--- src/rtl/sfx_pkg.sv ---
// Shared constants for the sound-effect arbiter: note codes, source encodings,
// sequence lengths and the effect sequence lookup.
package sfx_pkg;

  localparam logic [11:0] C4 = 12'd262;
  localparam logic [11:0] E4 = 12'd330;
  localparam logic [11:0] G4 = 12'd392;
  localparam logic [11:0] C5 = 12'd523;
  localparam logic [11:0] E5 = 12'd659;
  localparam logic [11:0] G5 = 12'd784;
  localparam logic [11:0] C6 = 12'd1047;

  localparam int LEN_DEAD = 4;
  localparam int LEN_JUMP = 2;
  localparam int LEN_DUCK = 1;

  // Encoding doubles as priority: a larger value wins.
  typedef enum logic [1:0] {
    SRC_BGM  = 2'd0,
    SRC_DUCK = 2'd1,
    SRC_JUMP = 2'd2,
    SRC_DEAD = 2'd3
  } src_e;

  typedef enum logic {
    ST_IDLE = 1'b0,
    ST_PLAY = 1'b1
  } state_e;

  function automatic logic [11:0] seq_note(input src_e src, input logic [1:0] idx);
    logic [11:0] note;
    note = '0;
    case (src)
      SRC_DEAD: begin
        case (idx)
          2'd0:    note = C6;
          2'd1:    note = G5;
          2'd2:    note = E5;
          default: note = C5;
        endcase
      end
      SRC_JUMP: note = (idx == 2'd0) ? C5 : G5;
      SRC_DUCK: note = G4;
      default:  note = '0;
    endcase
    return note;
  endfunction

  function automatic logic [1:0] seq_last(input src_e src);
    logic [1:0] last;
    case (src)
      SRC_DEAD: last = 2'(LEN_DEAD - 1);
      SRC_JUMP: last = 2'(LEN_JUMP - 1);
      SRC_DUCK: last = 2'(LEN_DUCK - 1);
      default:  last = 2'd0;
    endcase
    return last;
  endfunction

endpackage

--- src/rtl/sfx_tick_gen.sv ---
// Effect-tick prescaler: counts 0..TICK_DIV-1 and pulses tick for one cycle on
// the last count; clr restarts the count so a newly loaded note gets a full hold.
module sfx_tick_gen #(
  parameter int TICK_DIV = 5_000_000
) (
  input  logic clk,
  input  logic rst,
  input  logic clr,
  output logic tick
);

  localparam int CW = (TICK_DIV > 1) ? $clog2(TICK_DIV) : 1;
  localparam logic [CW-1:0] LAST = CW'(TICK_DIV - 1);

  logic [CW-1:0] cnt_q, cnt_d;

  assign tick = (cnt_q == LAST);

  always_comb begin
    cnt_d = cnt_q + CW'(1);
    if (clr || tick) cnt_d = '0;
  end

  // NOTE: sequential state uses non-blocking assignments so every flop samples pre-edge values.
  always_ff @(posedge clk) begin
    if (rst) cnt_q <= '0;
    else     cnt_q <= cnt_d;
  end

endmodule

--- src/rtl/sfx_arbiter.sv ---
// Sound-effect arbiter: edge-triggered effect requests preempt background music
// by priority and play fixed note sequences with registered outputs.
module sfx_arbiter
  import sfx_pkg::*;
#(
  parameter int TICK_DIV   = 5_000_000,
  parameter int NOTE_TICKS = 2
) (
  input  logic        clk,
  input  logic        rst,
  input  logic        en,
  input  logic        req_dead,
  input  logic        req_jump,
  input  logic        req_duck,
  input  logic [11:0] bgm_note_1,
  input  logic [11:0] bgm_note_2,
  output logic [11:0] note_1,
  output logic [11:0] note_2,
  output logic        busy,
  output logic [1:0]  active_src
);

  localparam int NTW = (NOTE_TICKS > 1) ? $clog2(NOTE_TICKS) : 1;
  localparam logic [NTW-1:0] LAST_TICK = NTW'(NOTE_TICKS - 1);

  logic [2:0]     req_vec, trig;
  logic [2:0]     prev_q, prev_d;
  logic [2:0]     arm_q, arm_d;
  state_e         state_q, state_d;
  src_e           src_q, src_d, trig_src;
  logic [1:0]     idx_q, idx_d;
  logic [NTW-1:0] ntick_q, ntick_d;
  logic [11:0]    note_1_q, note_1_d, note_2_q, note_2_d;
  logic           busy_q, busy_d;
  logic [1:0]     active_src_q, active_src_d;
  logic           load, tick;

  assign req_vec = {req_dead, req_jump, req_duck};
  assign prev_d  = req_vec;
  // A request high during reset stays disarmed until it is seen low.
  assign arm_d   = rst ? ~req_vec : (arm_q | ~req_vec);
  assign trig    = req_vec & ~prev_q & arm_q;

  sfx_tick_gen #(.TICK_DIV(TICK_DIV)) u_tick_gen (
    .clk  (clk),
    .rst  (rst),
    .clr  (load),
    .tick (tick)
  );

  // NOTE: every always_comb output gets a default first so no path infers a latch.
  always_comb begin
    trig_src = SRC_BGM;
    if      (trig[2]) trig_src = SRC_DEAD;
    else if (trig[1]) trig_src = SRC_JUMP;
    else if (trig[0]) trig_src = SRC_DUCK;
  end

  assign load = (trig_src != SRC_BGM) && ((state_q == ST_IDLE) || (trig_src >= src_q));

  always_comb begin
    state_d = state_q;
    src_d   = src_q;
    idx_d   = idx_q;
    ntick_d = ntick_q;
    if (load) begin
      state_d = ST_PLAY;
      src_d   = trig_src;
      idx_d   = 2'd0;
      ntick_d = '0;
    end else if (state_q == ST_PLAY && tick) begin
      if (ntick_q == LAST_TICK) begin
        ntick_d = '0;
        if (idx_q == seq_last(src_q)) begin
          state_d = ST_IDLE;
          src_d   = SRC_BGM;
          idx_d   = 2'd0;
        end else begin
          idx_d = idx_q + 2'd1;
        end
      end else begin
        ntick_d = ntick_q + NTW'(1);
      end
    end
  end

  // Outputs are decoded from next state so the first note appears right after the trigger edge.
  always_comb begin
    note_1_d     = en ? bgm_note_1 : 12'd0;
    note_2_d     = en ? bgm_note_2 : 12'd0;
    busy_d       = 1'b0;
    active_src_d = SRC_BGM;
    if (state_d == ST_PLAY) begin
      note_1_d     = seq_note(src_d, idx_d);
      note_2_d     = note_1_d;
      busy_d       = 1'b1;
      active_src_d = src_d;
    end
  end

  always_ff @(posedge clk) begin
    arm_q <= arm_d;
    if (rst) begin
      prev_q       <= '0;
      state_q      <= ST_IDLE;
      src_q        <= SRC_BGM;
      idx_q        <= 2'd0;
      ntick_q      <= '0;
      note_1_q     <= '0;
      note_2_q     <= '0;
      busy_q       <= 1'b0;
      active_src_q <= SRC_BGM;
    end else begin
      prev_q       <= prev_d;
      state_q      <= state_d;
      src_q        <= src_d;
      idx_q        <= idx_d;
      ntick_q      <= ntick_d;
      note_1_q     <= note_1_d;
      note_2_q     <= note_2_d;
      busy_q       <= busy_d;
      active_src_q <= active_src_d;
    end
  end

  assign note_1     = note_1_q;
  assign note_2     = note_2_q;
  assign busy       = busy_q;
  assign active_src = active_src_q;

endmodule

--- config.mk ---
export PLATFORM = sky130hd
export DESIGN_NAME = sfx_arbiter
export DESIGN_NICKNAME = d
export VERILOG_FILES = /design/src/rtl/sfx_pkg.sv /design/src/rtl/sfx_tick_gen.sv /design/src/rtl/sfx_arbiter.sv
export SDC_FILE = /design/constraint.sdc
export NUM_CORES = 1
export LEC_CHECK = 0
export BUFFER_PORTS_ARGS = -buffer_cell sky130_fd_sc_hd__buf_4
export CORE_MARGIN = 4
export CORE_UTILIZATION = 57
export DETAILED_ROUTE_END_ITERATION = 7
export PLACE_DENSITY = 0.83
export SLEW_MARGIN = 20
export SYNTH_ARGS = -nofsm -noshare
export SYNTH_HDL_FRONTEND = slang
export SYNTH_SLANG_ARGS = --single-unit
--- constraint.sdc ---
create_clock -name clk -period 4 [get_ports clk]
set_clock_uncertainty 0.05 [all_clocks]
set_input_delay 0 -clock clk [delete_from_list [all_inputs] [get_ports clk]]
set_output_delay 0 -clock clk [all_outputs]
set_load 0.005 [all_outputs]
==> qor.txt <==
Largest net degree at the start of global routing -> 25
Post-route DRC violation count -> 0
Commonest cells in the synthesized netlist -> sky130_fd_sc_hd__dfxtp_1 (61), sky130_fd_sc_hd__nor2_1 (30), sky130_fd_sc_hd__nand2_1 (25)
Main area contributors after synthesis -> sky130_fd_sc_hd__dfxtp_1 (48%), sky130_fd_sc_hd__xnor2_1 (4.8%), sky130_fd_sc_hd__nor2_1 (4.5%)
Unrepaired setup endpoints after global routing -> false
Vias in the first global route -> 2336
Clock tree from TritonCTS -> built
Fin nets -> 405
Final-layout setup total negative slack -> 0 ps
Share of the clock period used by the worst path after layout -> 76.86%
Utilization of the core after routing -> 85.05%
Arrival time of the worst setup path -> 3300 ps
Sequential cell area in the final layout -> 0.001221 sq mm
Highest achievable clock rate -> 325.3 MHz
Largest driver fanout on the critical path -> 8
Count of buffers from port buffering -> 56
Critical Path Start Type -> register
# Max-Cap Violations -> 0
Initial DRC count -> 155
Chip Width -> 74.62 microns
Hold slack -> 361.0 ps
Number of antenna violations at the first check in global routing -> 0
Total iterations of the first detailed-routing run -> 4
Cell Area, Synth -> 0.002530 sq mm
Count leader, synth -> sky130_fd_sc_hd__dfxtp_1
Number of nets in the synthesized netlist -> 314
Routed wirelength normalized by instance count -> 15.74 microns
First-pass GRT wire length -> 10.63 mm
Top cell type's share of synthesized area -> 48.27%
Overall die area -> 0.005568 sq mm
Layout area overhead -> 39.32%
Final GP Congestion -> 0.8772
Area used by multi-input combinational logic -> 0.001210 sq mm
Number of H-tree levels -> 3
Required time reported for the critical path endpoint -> 4220 ps
Largest vdd supply drop -> 0.0003351 V
TritonCTS sink count -> 61
Mapped Avg Cell Area -> 9.003 sq um
Sequential cell area fraction in the yosys report -> 48.27%
Post-CTS Resized -> 0
Drt total wl -> 6.723 mm
Grt ovf -> 0
Distinct cells, synth -> 48
Count of mapped cells out of synthesis -> 281
Post-detail-place hpwl -> 4.061 mm
Flops & latches, synth -> 61
Leakage power -> 1.480 nW
Clk pin slew, worst setup/hold paths -> 70 ps
Final-report hold violation count -> 0
Number of I/O pins -> 57
Cell accounting for the most synthesized area -> sky130_fd_sc_hd__dfxtp_1
Root buffer cell -> sky130_fd_sc_hd__clkbuf_8
Path type of the worst min-delay path -> in -> reg
Number of diodes -> 0
Initial core utilization -> 61.05%
Classification of the worst setup path -> reg -> reg
Via count of the routed design -> 2362
Overall die height -> 74.62 microns
Worst slew pin tran -> 790.4 ps
Later-pin clock latency in the skew report -> 340 ps
Average via count per standard cell -> 5.532
Number of clock buffers inserted by TritonCTS -> 9
GRT Total Usage -> 25.50%
Fraction of layout instances using a drive strength above 1 -> 21.22%
Filler cells -> 226
Run status -> finished clean
Core area -> 0.004144 sq mm
Final period demand of the worst path -> 3075 ps
Most used DFF post-synth -> sky130_fd_sc_hd__dfxtp_1
Max-slew violation count -> 0
Normalized max-slew margin -> 47.31%
Final antenna-violating net count -> 0
Proportion of register bits with asynchronous set or reset after synthesis -> 0%
Count of standard-cell rows -> 23
Worst Setup End Kind -> register
Yosys warning total -> 0
Count of endpoints failing setup in the final report -> 0
Number of enable flip-flop cells after synthesis -> 0
Longest Clk Path Bufs -> 2
Pwr per Cell Area -> 424.9 mW/mm^2
[area by class of cell]
cell class / instances / area share, %
flip-flops and latches: 61 / 34.65
repair buffers: 89 / 21.16
clock inverters: 4 / 1.988
multi-input cells: 195 / 34.33
well taps: 50 / 1.775
clock buffers: 12 / 4.402
inverters: 16 / 1.704
[logic make-up after synthesis]
group	after synthesis	share of synthesized area [%]
AO/OA/AOI/OAI	51	13.80
XOR/XNOR	21	7.270
adder cells (fa/ha/maj)	3	1.484
buffers and inverters	25	3.907
flip-flops	61	48.27
multiplexers	2	0.9890
AND/OR/NAND/NOR	118	24.28
[placed cells by master, fill, tap and decap left out, types with 7 or more instances in the layout]
cell	Yosys	final
sky130_fd_sc_hd__a21o_1	8	8
sky130_fd_sc_hd__dlygate4sd3_1	0	31
sky130_fd_sc_hd__a21oi_1	8	8
sky130_fd_sc_hd__xor2_1	7	7
sky130_fd_sc_hd__and2_1	8	8
sky130_fd_sc_hd__o21ai_0	12	12
sky130_fd_sc_hd__inv_1	16	16
sky130_fd_sc_hd__nand4_1	8	8
sky130_fd_sc_hd__buf_4	0	58
sky130_fd_sc_hd__nand3_1	10	10
sky130_fd_sc_hd__dfxtp_1	61	61
sky130_fd_sc_hd__o211ai_1	7	7
sky130_fd_sc_hd__nor2_1	30	30
sky130_fd_sc_hd__clkbuf_8	0	11
sky130_fd_sc_hd__nand2_1	25	25
sky130_fd_sc_hd__nor2b_1	8	8
sky130_fd_sc_hd__xnor2_1	14	14
[per-layer routing]
metal  vias up  GRT usage, %  wire [microns]
met5         -             0               0
met4         0         15.02             300
met3        29         5.607             408
met2        95         42.44            3207
met1      1090         30.18            2806
li1       1148             -               -
[registers in the layout (all words and copies together) (netlist names)]
register and flops:
arm_q 3, u_tick_gen.cnt_q 23, ntick_q 1, prev_q 3, active_src 2, note_1 12
src_q 2, idx_q 2, note_2 12, state_q 1
[path summary, 6_finish.rpt]
kind	slack (ps)	cells after the start	endpoint	from
max	930	10	note_1[10]$_SDFF_PP0_	prev_q[0]$_SDFF_PP0_
min	360	3	note_1[11]$_SDFF_PP0_	bgm_note_1[11]
max reg2reg	930	10	note_1[10]$_SDFF_PP0_	prev_q[0]$_SDFF_PP0_
min reg2reg	410	1	u_tick_gen.cnt_q[0]$_SDFF_PP0_	u_tick_gen.cnt_q[0]$_SDFF_PP0_
[worst max-delay path, stage by stage (launching register included)]
cell                       delay (ps)
sky130_fd_sc_hd__dfxtp_1          300
sky130_fd_sc_hd__nand3b_1         210
sky130_fd_sc_hd__o21ai_0          330
sky130_fd_sc_hd__inv_1             80
sky130_fd_sc_hd__ha_1             270
sky130_fd_sc_hd__nand2b_1         160
sky130_fd_sc_hd__a21boi_0         290
sky130_fd_sc_hd__a21o_1           270
sky130_fd_sc_hd__a32oi_1          230
sky130_fd_sc_hd__nor4b_1          690
sky130_fd_sc_hd__a21o_1           140
[metrics by stage]
stage                     instance area (sq um)  cells  total power [mW]  setup WS, ps
after global routing                       3525    427             1.547         583.0
final                                      3525    427             1.497         925.5
after global placement                     2989    380            0.8468          1110
after detailed placement                   2989    380            0.8525         982.1
after floorplan                            2530    281            0.7634          1435
after CTS                                  3525    427             1.486         949.1
[timing repair]
| item | CTS | global route |
|---|---|---|
| endpoints found under the hold margin | 33 | 0 |
| hold buffers | 31 | 0 |
| setup buffers | 0 | 0 |
[power breakdown]
part           internal [mW]  switching (mW)  leakage [nW]
Sequential             0.646          0.0187         0.498
Clock                  0.383           0.240         0.116
Combinational          0.113          0.0974         0.866
No activity file was read; power rests on OpenSTA's default activity.
